**src/rtl/nco_param.sv**
```systemverilog
// Quadrature NCO: phase accumulator, phase offset, then a registered sine LUT lookup.
// A sample launched by en appears on sine_out/cosine_out two clocks later with out_valid.
module nco_param #(
  parameter int ACC_W  = 24,
  parameter int LUT_AW = 8,
  parameter int OUT_W  = 8
) (
  input  logic              clk,
  input  logic              reset,
  input  logic              en,
  input  logic [ACC_W-1:0]  fcw_in,
  input  logic              fcw_load,
  input  logic [LUT_AW-1:0] poff_in,
  input  logic              phase_clr,
  output logic [OUT_W-1:0]  sine_out,
  output logic [OUT_W-1:0]  cosine_out,
  output logic              out_valid,
  output logic              wrap_out
);

  localparam int LUT_N  = 1 << LUT_AW;
  localparam int AMP    = (1 << (OUT_W - 1)) - 1;
  localparam int STAGES = 2;
  localparam real PI    = 3.14159265358979323846;
  localparam logic [LUT_AW-1:0] QTR = LUT_AW'(LUT_N / 4);

  typedef logic [LUT_N-1:0][OUT_W-1:0] lut_t;

  // Taylor series is only evaluated on [0, pi/2], where 12 terms are well past double precision.
  function automatic real sin_q1(input real x);
    real term;
    real sum;
    term = x;
    sum  = x;
    for (int i = 1; i < 12; i++) begin
      term = -term * x * x / real'((2 * i) * (2 * i + 1));
      sum  = sum + term;
    end
    return sum;
  endfunction

  // Quadrant folding keeps the table exactly odd/symmetric; magnitudes round half away from zero.
  function automatic lut_t gen_lut();
    lut_t t;
    int   q;
    int   r;
    int   idx;
    int   mag;
    real  ang;
    t = '0;
    for (int k = 0; k < LUT_N; k++) begin
      q   = k / (LUT_N / 4);
      r   = k % (LUT_N / 4);
      idx = (q % 2 == 1) ? (LUT_N / 4 - r) : r;
      ang = 2.0 * PI * real'(idx) / real'(LUT_N);
      mag = $rtoi(real'(AMP) * sin_q1(ang) + 0.5);
      t[k] = (q >= 2) ? OUT_W'(-mag) : OUT_W'(mag);
    end
    return t;
  endfunction

  localparam lut_t LUT = gen_lut();

  logic [ACC_W-1:0]  acc_q, acc_d;
  logic [ACC_W-1:0]  fcw_q, fcw_d;
  logic [ACC_W:0]    acc_sum;
  logic              wrap_q, wrap_d;
  logic [LUT_AW-1:0] addr_q, addr_d;
  logic [LUT_AW-1:0] cos_addr;
  logic [STAGES:1]   vld_pipe_q, vld_pipe_d;
  logic [OUT_W-1:0]  sin_q, sin_d;
  logic [OUT_W-1:0]  cos_q, cos_d;

  always_comb begin
    acc_sum    = {1'b0, acc_q} + {1'b0, fcw_q};
    fcw_d      = fcw_load ? fcw_in : fcw_q;
    acc_d      = acc_q;
    if (phase_clr)
      acc_d = '0;
    else if (en)
      acc_d = acc_sum[ACC_W-1:0];
    wrap_d     = en & ~phase_clr & acc_sum[ACC_W];
    // Address uses the pre-update accumulator, so a clear on a launch edge only hits the next sample.
    addr_d     = en ? (acc_q[ACC_W-1 -: LUT_AW] + poff_in) : addr_q;
    vld_pipe_d = {vld_pipe_q[STAGES-1:1], en};
    cos_addr   = addr_q + QTR;
    sin_d      = vld_pipe_q[1] ? LUT[addr_q]   : sin_q;
    cos_d      = vld_pipe_q[1] ? LUT[cos_addr] : cos_q;
  end

  always_ff @(posedge clk) begin
    if (!reset) begin
      acc_q      <= '0;
      fcw_q      <= '0;
      wrap_q     <= 1'b0;
      addr_q     <= '0;
      vld_pipe_q <= '0;
      sin_q      <= '0;
      cos_q      <= '0;
    end else begin
      acc_q      <= acc_d;
      fcw_q      <= fcw_d;
      wrap_q     <= wrap_d;
      addr_q     <= addr_d;
      vld_pipe_q <= vld_pipe_d;
      sin_q      <= sin_d;
      cos_q      <= cos_d;
    end
  end

  assign sine_out   = sin_q;
  assign cosine_out = cos_q;
  assign out_valid  = vld_pipe_q[STAGES];
  assign wrap_out   = wrap_q;

endmodule

```
**config.mk**
```make
export PLATFORM = sky130hd
export DESIGN_NAME = nco_param
export DESIGN_NICKNAME = d
export VERILOG_FILES = /design/src/rtl/nco_param.sv
export SDC_FILE = /design/constraint.sdc
export NUM_CORES = 1
export LEC_CHECK = 0
export CORE_MARGIN = 2
export CORE_UTILIZATION = 51
export CTS_CLUSTER_DIAMETER = 150
export DETAILED_ROUTE_END_ITERATION = 7
export MAX_ROUTING_LAYER = met4
export PLACE_DENSITY = 0.71
export SLEW_MARGIN = 20
export SYNTH_ARGS = -nofsm -noshare
export SYNTH_HDL_FRONTEND = slang
export SYNTH_SLANG_ARGS = --single-unit
```
**constraint.sdc**
```tcl
create_clock -name clk -period 3.6 [get_ports clk]
set_clock_uncertainty 0.1 [all_clocks]
set_input_delay 0.72 -clock clk [delete_from_list [all_inputs] [get_ports clk]]
set_output_delay 0.72 -clock clk [all_outputs]
set_load 0.05 [all_outputs]
```
==> reports/metrics.csv <==
metric;value;unit
cp_slowest_stage_delay;0.51;ns
regToRegStartpoint;addr_q[1]$_SDFFE_PN0P_;
syn-num-nets;904;
endpoint_kind;flip-flop;
grt_max_degree;59;
tns;0;ns
place.gp.congestion;0.946;
htree_levels;3;
mostFrequentLayoutCells;nand2_1 (80), nor2_1 (76), a21oi_1 (73), dfxtp_1 (72), o21ai_0 (65);
status;finished, final reports clean;
grt_pass1_vias;5897;
path_max_fanout;12;
r2r_end;sine_out[2]$_SDFFE_PN0P_;
synthFlopType;dfxtp_1;
clk_pin_slew;0.06;ns
drtAntennaViolNets;0;
rsz0062_at_grt;no;
core;12000;µm²
syn_avg_cell_area;7.59;µm²
via_per_inst;6.38;
cts_root_buffer;clkbuf_16;
first_pass_iters;5;
syn-instance-count;822;
layout.nets;921;
placed_cells;975;
drt-total-wl;18200;µm
diodes;0;
ys_top_cells_by_area;dfxtp_1 (24%), ha_1 (8.6%), mux2i_1 (7.5%), a21oi_1 (5.9%), o21ai_0 (5.2%);
cp.required;3.74;ns
hold_start;acc_q[15]$_SDFFE_PP0P_;
hpwl;12900;µm
rows;40;
crit_path_start_kind;flip-flop;
cts_setup_buffers;0;
final-max-slew-violation-count;0;
yosysTopAreaCell;dfxtp_1;
track_usage;0.287;
dieArea;13100;µm²
fmax;346;MHz
fin_crit_sh;0.802;
crit_path_end;sine_out[2]$_SDFFE_PN0P_;
instances_no_fill;991;
drc;0;
crit_start;addr_q[1]$_SDFFE_PN0P_;
worstSkewPairLatency;0.35;ns
cts_tree;done;
die_height;115;µm
crit_arrival;3.03;ns
cp_top_family;compound AO/OA/AOI/OAI gates;
critPathBufInv;2;
initial_core_util;0.522;
finalSetupViolCount;0;
drt_iter0_markers;499;
synth_edf_count;0;
ff2ff_setup_slack;0.71;ns
slew_headroom;0.527;
final_common_cell;nand2_1;
hold_viol;0;
synthToLayoutAreaGrowth;14.0;%
die_x;115;µm
power.density;365;nW/µm²
worstMarginPinSlew;0.707;ns
io_buffers;54;
vdd_drop_max;0.296;mV
antenna_found_initial;0;
crit_path_frequent_cell;a21oi_1;
nFillCells;1118;
cts.sinks;75;
synth_area;6240;µm²
synth-seq-cells;75;
grt_pass1_wl;29300;µm
cts_hold_buf;0;
critPathSlowestCell;dfxtp_1;
period_needed;2.89;ns
grt_overflow;0;
cts_buffer_depth;2;
ys_seq_area_frac;0.241;
layout-drive-gt1-share;0.0675;
cts_made_buffers;9;
vias;6321;
post_cts_resize_count;0;
synth_top_area_frac;0.241;
drv_cap;0;
wl_per_cell;18.3;µm
r2r_cells;10;
yosysUniqueCellTypes;70;
io-pin-count;55;
yosysWarnings;0;
path_class;flip-flop to flip-flop;
leakage;2.88;nW
path_depth;10;
hold_class;flip-flop to flip-flop;
synthArstFlopShare;0;
crit_chain;inv_1 -> buf_4 -> ha_1 -> nor2_1 -> a21oi_1 -> a221oi_1 -> a21oi_1 -> nor3_1 -> a311oi_1 -> a32o_1;
## per-stage QoR
step / total power [mW] / hold slack, ns / utilization / area (µm²) / setup slack [ns]
after floorplan: 1.47 / 0.332 / - / 6240 / 1.09
after global placement: 1.67 / 0.346 / 0.570 / 6820 / 0.699
after detailed placement: 1.69 / 0.353 / 0.570 / 6820 / 0.550
after CTS: 2.60 / 0.362 / 0.595 / 7120 / 0.770
after global routing: 2.71 / 0.397 / 0.595 / 7120 / 0.528
final: 2.60 / 0.360 / 0.595 / 7120 / 0.712
## cells by family (layout without fill, tap and decap cells)
| group | count (synthesis) | count (layout) | synth area share |
|---|---|---|---|
| compound gates | 280 | 280 | 0.288 |
| xor+xnor | 27 | 27 | 0.0379 |
| fa+ha+maj | 45 | 45 | 0.0926 |
| buf+inv | 89 | 111 | 0.0631 |
| flops | 75 | 75 | 0.241 |
| mux | 50 | 50 | 0.0862 |
| simple gates | 256 | 256 | 0.191 |
## report_power, final
part	leakage, nW	total, mW	switching (mW)	internal [mW]
combinational	2.11	0.766	0.470	0.297
clock	0.146	0.906	0.369	0.538
sequential	0.616	0.923	0.0472	0.876
## final cells by class
| cell class | instances | area (µm²) | area share |
|---|---|---|---|
| Multi-Input combinational cell | 658 | 4350 | 0.611 |
| Sequential cell | 75 | 1510 | 0.211 |
| Timing Repair Buffer | 75 | 711 | 0.0999 |
| Clock buffer | 10 | 229 | 0.0322 |
| Tap cell | 147 | 184 | 0.0258 |
| Inverter | 20 | 75.1 | 0.0105 |
| Clock inverter | 6 | 66.3 | 0.00932 |
## worst min-delay path: cells and delay by family (launching register included)
kind               cells  cell delay (ns)
AOI/OAI and AO/OA      1             0.05
DFF                    1             0.31
and+or+nand+nor        1             0.05
## how the worst min path moves through the flow
stage                              to  cells after the start  slack, ns
6_report       acc_q[15]$_SDFFE_PP0P_                      2       0.36
5_1_grt        acc_q[15]$_SDFFE_PP0P_                      2       0.40
4_1_cts        acc_q[15]$_SDFFE_PP0P_                      2       0.36
3_5_place_dp   acc_q[15]$_SDFFE_PP0P_                      2       0.35
3_3_place_gp   acc_q[12]$_SDFFE_PP0P_                      2       0.35
2_1_floorplan  acc_q[12]$_SDFFE_PP0P_                      2       0.33
## metal layers
layer	global-route usage	vias to the layer above	part of all wire
li1	-	3037	-
met4	0.151	0	0.042
met2	0.480	284	0.49
met3	0.0386	62	0.057
met1	0.335	2938	0.41
met5	-	-	0
## cells in the mapped netlist (14+ instances only)
cell type and count:
a211oi_1 15, buf_2 21, nor2_1 76, nand3_1 14
nand2b_1 17, clkbuf_1 36, nor2b_1 33, nand2_1 80
o21ai_1 16, o21ai_0 65, ha_1 43, inv_1 16
a21oi_1 73, xnor2_1 17, mux2i_1 47, dfxtp_1 75
## state kept, by name, summed over array words and instances (netlist names)
register	flops
vld_pipe_q	2
acc_q	24
wrap_out	1
fcw_q	24
sine_out	8
addr_q	8
cosine_out	8
Power figures use the tool's default switching activity.
